**config.mk**
```make
export PLATFORM = sky130hd
export DESIGN_NAME = ram_burst_sequencer
export DESIGN_NICKNAME = d
export VERILOG_FILES = /design/src/rtl/ram_burst_sequencer.sv
export SDC_FILE = /design/constraint.sdc
export NUM_CORES = 1
export LEC_CHECK = 0
export CAP_MARGIN = 20
export CORE_MARGIN = 8
export CORE_UTILIZATION = 32
export CTS_BUF_LIST = sky130_fd_sc_hd__clkbuf_8
export CTS_CLUSTER_DIAMETER = 100
export DETAILED_ROUTE_END_ITERATION = 8
export PLACE_DENSITY = 0.84
export SYNTH_ARGS = -nofsm -noshare
export SYNTH_HDL_FRONTEND = slang
export SYNTH_SLANG_ARGS = --single-unit
```
**constraint.sdc**
```tcl
create_clock -name clk -period 3.6 [get_ports clk]
set_input_delay 1.08 -clock clk [delete_from_list [all_inputs] [get_ports clk]]
set_output_delay 1.08 -clock clk [all_outputs]
set_load 0.02 [all_outputs]
```
**src/rtl/ram_burst_sequencer.sv**
```systemverilog
// Turns one granted arbiter request (line burst or single word) into per-word
// accesses on a single-port synchronous RAM, with read-valid/write-req/last strobes.
module ram_burst_sequencer #(
  parameter int DATA_WIDTH = 32,
  parameter int ADDR_WIDTH = 16,
  parameter int BURST_LEN  = 8
) (
  input  logic                  clk,
  input  logic                  rst_n,
  input  logic [31:0]           mem_addr,
  input  logic                  mem_enable,
  input  logic                  mem_rw,
  input  logic                  mem_op_size,
  input  logic [DATA_WIDTH-1:0] mem_write,
  output logic                  mem_write_req,
  output logic [DATA_WIDTH-1:0] mem_read,
  output logic                  mem_read_valid,
  output logic                  mem_last,
  output logic                  busy,
  output logic                  ram_en,
  output logic                  ram_we,
  output logic [ADDR_WIDTH-1:0] ram_addr,
  output logic [DATA_WIDTH-1:0] ram_wdata,
  input  logic [DATA_WIDTH-1:0] ram_rdata
);

  localparam logic MEM_WRITE = 1'b1;
  localparam int   LB        = $clog2(BURST_LEN);
  localparam int   CW        = LB + 1;

  localparam logic [CW-1:0]         LAST_BURST = CW'(BURST_LEN - 1);
  localparam logic [ADDR_WIDTH-1:0] LINE_MASK  = ~ADDR_WIDTH'(BURST_LEN - 1);

  typedef enum logic [2:0] {
    S_IDLE,
    S_READ,
    S_DRAIN,
    S_WRITE,
    S_GAP
  } state_t;

  state_t                r_state;
  logic [CW-1:0]         r_cnt;
  logic [CW-1:0]         r_cnt_max;
  logic [ADDR_WIDTH-1:0] r_base;
  logic                  r_valid;
  logic                  r_rlast;

  logic [ADDR_WIDTH-1:0] w_word_addr;
  logic [ADDR_WIDTH-1:0] w_line_base;
  logic                  w_issue_rd;
  logic                  w_issue_wr;
  logic                  w_cnt_end;
  logic                  w_unused;

  assign w_word_addr = mem_addr[ADDR_WIDTH+1:2];
  assign w_line_base = w_word_addr & LINE_MASK;
  assign w_unused    = ^{mem_addr[31:ADDR_WIDTH+2], mem_addr[1:0]};

  // Dropping mem_enable kills the access in the same cycle, not one later.
  assign w_issue_rd = (r_state == S_READ)  && mem_enable;
  assign w_issue_wr = (r_state == S_WRITE) && mem_enable;
  assign w_cnt_end  = (r_cnt == r_cnt_max);

  assign busy          = (r_state != S_IDLE);
  assign ram_en        = w_issue_rd || w_issue_wr;
  assign ram_we        = w_issue_wr;
  assign ram_addr      = ram_en ? (r_base + ADDR_WIDTH'(r_cnt)) : '0;
  assign ram_wdata     = w_issue_wr ? mem_write : '0;
  assign mem_write_req = w_issue_wr;

  // The RAM output register already carries the word; the strobes are delayed flags.
  assign mem_read_valid = r_valid && mem_enable;
  assign mem_read       = mem_read_valid ? ram_rdata : '0;
  assign mem_last       = (r_rlast && mem_enable) || (w_issue_wr && w_cnt_end);

  always_ff @(posedge clk) begin
    if (!rst_n) begin
      r_state   <= S_IDLE;
      r_cnt     <= '0;
      r_cnt_max <= '0;
      r_base    <= '0;
      r_valid   <= 1'b0;
      r_rlast   <= 1'b0;
    end else begin
      r_valid <= w_issue_rd;
      r_rlast <= w_issue_rd && w_cnt_end;
      unique case (r_state)
        S_IDLE: begin
          r_cnt <= '0;
          if (mem_enable) begin
            r_base    <= mem_op_size ? w_word_addr : w_line_base;
            r_cnt_max <= mem_op_size ? '0 : LAST_BURST;
            r_state   <= (mem_rw == MEM_WRITE) ? S_WRITE : S_READ;
          end
        end
        S_READ: begin
          if (!mem_enable) begin
            r_state <= S_IDLE;
            r_cnt   <= '0;
          end else if (w_cnt_end) begin
            r_state <= S_DRAIN;
            r_cnt   <= '0;
          end else begin
            r_cnt <= r_cnt + CW'(1);
          end
        end
        S_DRAIN: begin
          r_state <= mem_enable ? S_GAP : S_IDLE;
        end
        S_WRITE: begin
          if (!mem_enable) begin
            r_state <= S_IDLE;
            r_cnt   <= '0;
          end else if (w_cnt_end) begin
            r_state <= S_GAP;
            r_cnt   <= '0;
          end else begin
            r_cnt <= r_cnt + CW'(1);
          end
        end
        S_GAP: begin
          // One dead cycle so a request still held from the last transaction is not re-taken.
          r_state <= S_IDLE;
          r_cnt   <= '0;
        end
        default: begin
          r_state <= S_IDLE;
          r_cnt   <= '0;
        end
      endcase
    end
  end

endmodule

```
==> results.json, run 1 <==
{
  "routed_wl_um": 8020,
  "finalNetCount": 547,
  "cp_max_fo": 5,
  "maxCapViolations": 0,
  "fp.coreArea_mm2": 0.00620,
  "worst_pin_slew_ns": 0.750,
  "drc": 0,
  "maxSlewHeadroom": 0.499,
  "port_buffers": 170,
  "finalNonFillerCells": 516,
  "die_h_um": 95.2,
  "dpl_cell_area_mm2": 0.00381,
  "finClkSkew_ns": 0.00226,
  "grt_max_degree": 38,
  "syn2layout_area_growth_pct": 84.3,
  "arrival_ns": 2.39,
  "cts_tree": "built",
  "antenna_found_initial": 0,
  "vias_per_cell": 4.96,
  "ant_nets": 0,
  "outcome": "finished clean",
  "diodes": 0,
  "ioPinCount": 187,
  "htreeDepth": 1,
  "ctsLongestPathBuffers": 2,
  "total_power_mw": 0.719,
  "fin_crit_ns": 3.47,
  "root_buffer": "clkbuf_8",
  "place_inst": 512,
  "groute.usage.overall": 0.168,
  "synth_ff_type": "dfxtp_1",
  "synth.area.top_cells": "dfxtp_1 26%, and3_1 21%, nand2_1 6.9%, a21oi_1 6.7%, ha_1 3.1%",
  "fin_crit_sh": 0.963,
  "synth_nets": 381,
  "critPathRequiredTime_ns": 2.52,
  "synth-seq-area-share": 0.260,
  "yosysUniqueCellTypes": 47,
  "whs_ns": 0.464,
  "hold_path_class": "reg -> reg",
  "syn_inst": 274,
  "synth_top_cell_area_share": 0.260,
  "fmaxAchievable_ghz": 0.288,
  "grt_first_pass_wirelength_um": 12400,
  "die_w_um": 95.2,
  "vdd_drop_max_uv": 154,
  "cts.sinks": 26,
  "place_ws_ns": -0.297,
  "p_leak_nw": 2.02,
  "maxSlewViolCount": 0,
  "dpl.hpwl_um": 6680,
  "grt_pass1_vias": 2533,
  "utilization": 0.596,
  "clk_pin_slew_ns": 0.09,
  "initialDrtViolationCount": 112,
  "synthArstFlopShare": 0,
  "avgRoutedWirePerCell_um": 15.5,
  "hold_violations": 0,
  "postCtsHoldBufs": 0,
  "setup_slack_ns": 0.132,
  "synthTopCellsByCount": "66 x and3_1, 37 x nand2_1, 27 x a21oi_1",
  "synth_top_area_cell": "dfxtp_1",
  "grt_setup_unrepaired": "false",
  "crit_type": "reg -> out",
  "synth_area_per_cell_um2": 7.32,
  "synth_warnings": 0,
  "grt_overflow": 0,
  "drive_above_1_share": 0.155,
  "setup_viol": 0,
  "num_vias": 2561,
  "dr.pass1.iters": 4,
  "final_area_mm2": 0.00370,
  "totalNegativeSetupSlack_ns": 0,
  "crit_path_end_kind": "output pin",
  "numCtsBuffers": 3,
  "syn-cell-area_mm2": 0.00201,
  "num_rows": 29,
  "synth.most_common_cell": "and3_1",
  "die-area_mm2": 0.00906,
  "clkLatencyLatePin_ns": 0.27,
  "initial_core_util": 0.323,
  "start_kind": "flop",
  "powerDensity_mw_per_mm2": 194,
  "gp_congestion": 0.826,
  "ys_ff_latch": 26,
  "synth_edf_count": 0
}
routing by layer:
metal / share of wire / global-route usage / vias up
met5: 0 / 0 / -
met4: 0.010 / 0.0429 / 0
met3: 0.13 / 0.0764 / 7
met2: 0.50 / 0.289 / 117
met1: 0.37 / 0.184 / 1133
li1: - / - / 1304
layout by cell type, fill, tap and decap left out, drive strengths merged, types with 4 or more instances in the layout:
cell,netlist,final
clkbuf,16,38
a211oi,4,4
nand3,6,6
or3,5,5
clkdlybuf4s15,0,4
o21ai,7,7
nor2,13,13
inv,8,8
clkdlybuf4s50,0,84
and3,66,66
a21oi,27,27
buf,6,13
dlygate4sd2,0,40
ha,5,5
nand2,37,37
dlymetal6s2s,0,8
and2,5,5
dfxtp,26,26
registers in the layout, summed over array words and instances (netlist names):
register / flops
r_base: 16
r_cnt: 4
r_cnt_max: 1
r_rlast: 1
r_state: 3
r_valid: 1
power by group:
group	leakage (nW)	switching [mW]	internal (mW)	total [mW]
registers	0.212	0.0204	0.302	0.323
logic	1.78	0.0852	0.122	0.207
clock network	0.0288	0.0905	0.0978	0.188
total	2.02	0.196	0.522	0.719
final cells by class:
type                       instances  area [um2]
clock buffer                       4        55.1
fill                             594        2510
inverter                           9        35.0
multi-input combinational        217        1360
sequential                        26         520
tap                               77        96.3
timing repair buffer             183        1630
worst max-delay path, stage by stage (launching register included):
cell      delay, ns
dfxtp_1        0.34
ha_1           0.20
inv_1          0.07
fa_1           0.38
nand2b_2       0.24
a21o_1         0.20
or3_1          0.35
a21oi_1        0.15
clkbuf_2       0.18
final timing paths:
path                                               end  slack [ns]                     from  depth (start not counted)
worst max-delay path                      ram_addr[10]        0.13    r_cnt[0]$_SDFFE_PN0P_                          8
worst min-delay path            r_base[0]$_SDFFE_PN0P_        0.46   r_base[0]$_SDFFE_PN0P_                          2
worst max register to register  r_base[1]$_SDFFE_PN0P_        1.74  r_state[1]$_SDFFE_PN0P_                          5
worst min register to register  r_base[0]$_SDFFE_PN0P_        0.46   r_base[0]$_SDFFE_PN0P_                          2
kinds of logic after synthesis:
logic type,Yosys count,share of synthesized area
xor gates and xnor gates,5,0.0218
adders and majority gates,6,0.0412
DFF,26,0.260
AOI/OAI and AO/OA,51,0.165
buffers and inverters,31,0.0680
muxes,1,0.00499
and+or+nand+nor,154,0.439
what timing repair did:
item,4_1_cts,5_1_grt
pin swaps,0,0
gates resized for setup,118,51
buffers inserted,0,0
setup endpoints to repair,85,45
No activity file was read; power rests on OpenSTA's default activity.
==> run 2, diff against run 1 <==
Settings changed: CORE_ASPECT_RATIO from default to 1.25.
==> results.json, run 2 (synthesis gave the netlist of run 1 again) <==
{
  "avgRoutedWirePerCell_um": 15.7,
  "cp.buffers_inverters": 3,
  "fin_crit_sh": 0.953,
  "clkLatencyLatePin_ns": 0.26,
  "clk_pin_slew_ns": 0.09,
  "worst_pin_slew_ns": 0.755,
  "start_kind": "flop",
  "die_h_um": 105,
  "top_register": "r_base",
  "hold_violations": 0,
  "maxCapViolations": 0,
  "routed_wl_um": 8220,
  "grt_max_degree": 38,
  "htreeDepth": 1,
  "initial_core_util": 0.327,
  "finalNetCount": 548,
  "final_cell_mix": "84 x clkdlybuf4s50_1, 66 x and3_1, 37 x nand2_1, 37 x clkbuf_2, 36 x dlygate4sd2_1",
  "finClkSkew_ns": 0.00485,
  "hold_path_class": "reg -> reg",
  "die-area_mm2": 0.00907,
  "finalNonFillerCells": 524,
  "grtUsageMet3": 0.0885,
  "ioPinCount": 187,
  "cts_setup_buffers": 0,
  "groute.usage.overall": 0.172,
  "grt_first_pass_wirelength_um": 12700,
  "cts_tree": "built",
  "crit_chain": "ha_1 > inv_1 > fa_1 > nand2b_1 > buf_4 > a211oi_1 > xnor2_1 > nor2_1 > dlygate4sd2_1",
  "p_leak_nw": 1.99,
  "port_buffers": 170,
  "met1_usage": 0.169,
  "powerDensity_mw_per_mm2": 188,
  "initialDrtViolationCount": 130,
  "maxSlewHeadroom": 0.496,
  "syn2layout_area_growth_pct": 83.8,
  "cp_top_family": "adder cells",
  "cpMaxStageDelayCell": "fa_1",
  "antenna_found_initial": 0,
  "dpl.hpwl_um": 6910,
  "nFillCells": 566,
  "total_power_mw": 0.693,
  "num_vias": 2558,
  "numCtsBuffers": 3,
  "use_met2": 0.305,
  "fmaxAchievable_ghz": 0.291,
  "totalNegativeSetupSlack_ns": 0,
  "maxSlewViolCount": 0,
  "utilization": 0.602,
  "fp.coreArea_mm2": 0.00613,
  "die_w_um": 86.8,
  "final_common_cell": "clkdlybuf4s50_1",
  "grt_overflow": 0,
  "cpPeakStageDelay_ns": 0.40,
  "ant_nets": 0,
  "seq_area_um2": 520,
  "grt_pass1_vias": 2649,
  "num_rows": 32,
  "fin_crit_ns": 3.43,
  "crit_path_end_kind": "output pin",
  "drc": 0,
  "multi_input_area_mm2": 0.00135,
  "drive_above_1_share": 0.162,
  "postCtsHoldBufs": 0,
  "grt_setup_unrepaired": "false",
  "top_regs": "r_base (16), r_cnt (4), r_state (3)",
  "setup_viol": 0,
  "place_inst": 521,
  "vdd_drop_max_uv": 124,
  "arrival_ns": 2.35,
  "diodes": 0,
  "critPathRequiredTime_ns": 2.52,
  "largest_reg_flops": 16,
  "outcome": "finished clean",
  "cp_max_fo": 4,
  "root_buffer": "clkbuf_8",
  "vias_per_cell": 4.88,
  "cts.sinks": 26,
  "gp_congestion": 0.894,
  "ctsLongestPathBuffers": 2,
  "whs_ns": 0.460,
  "cts_resized": 98,
  "dr.pass1.iters": 4,
  "crit_type": "reg -> out",
  "grt_busiest_layer": "met2"
}
run 2: cell types whose count changed in the layout (fill, tap and decap cells not counted), sizes merged:
| cell | delta |
|---|---|
| buf | +3 |
| clkbuf | +2 |
| dlygate4sd2 | -4 |
| dlymetal6s2s | -1 |
run 2: through the flow:
step,worst slack [ns],instance area [um2]
after CTS,-0.147,3810
after floorplan,0.275,2010
after global placement,-0.283,3840
final,0.169,3690
after detailed placement,-0.292,3840
after global routing,0.0593,3690
run 2: worst reg2reg max path: stages, from the launching register on:
cell,delay [ns]
dfxtp_1,0.32
buf_4,0.14
or4_4,0.55
o221ai_4,0.24
nor2_2,0.06
a2111oi_2,0.27
run 2: final timing paths:
| path | start | to | slack (ns) | cells after the start |
|---|---|---|---|---|
| max | r_cnt[0]$_SDFFE_PN0P_ | ram_addr[8] | 0.17 | 9 |
| min | r_base[0]$_SDFFE_PN0P_ | r_base[0]$_SDFFE_PN0P_ | 0.46 | 2 |
| max reg2reg | r_cnt[0]$_SDFFE_PN0P_ | r_state[1]$_SDFFE_PN0P_ | 1.90 | 5 |
| min reg2reg | r_base[0]$_SDFFE_PN0P_ | r_base[0]$_SDFFE_PN0P_ | 0.46 | 2 |
run 2: power breakdown:
group,internal [mW],leakage (nW),total (mW),switching [mW]
clock network,0.0749,0.0216,0.162,0.0876
logic,0.124,1.76,0.209,0.0852
registers,0.302,0.212,0.322,0.0195
total,0.501,1.99,0.693,0.192
run 2: routing by layer:
metal  wire length [um]  share of wire
met1               3010           0.37
met2               4100           0.50
met3               1010           0.12
met4                 99          0.012
met5                  0              0
run 2: final cells by class:
class | count | area share
sequential | 26 | 0.141
timing repair buffer | 184 | 0.442
tap | 85 | 0.0288
multi-input combinational | 217 | 0.367
clock buffer | 3 | 0.0112
inverter | 9 | 0.00950
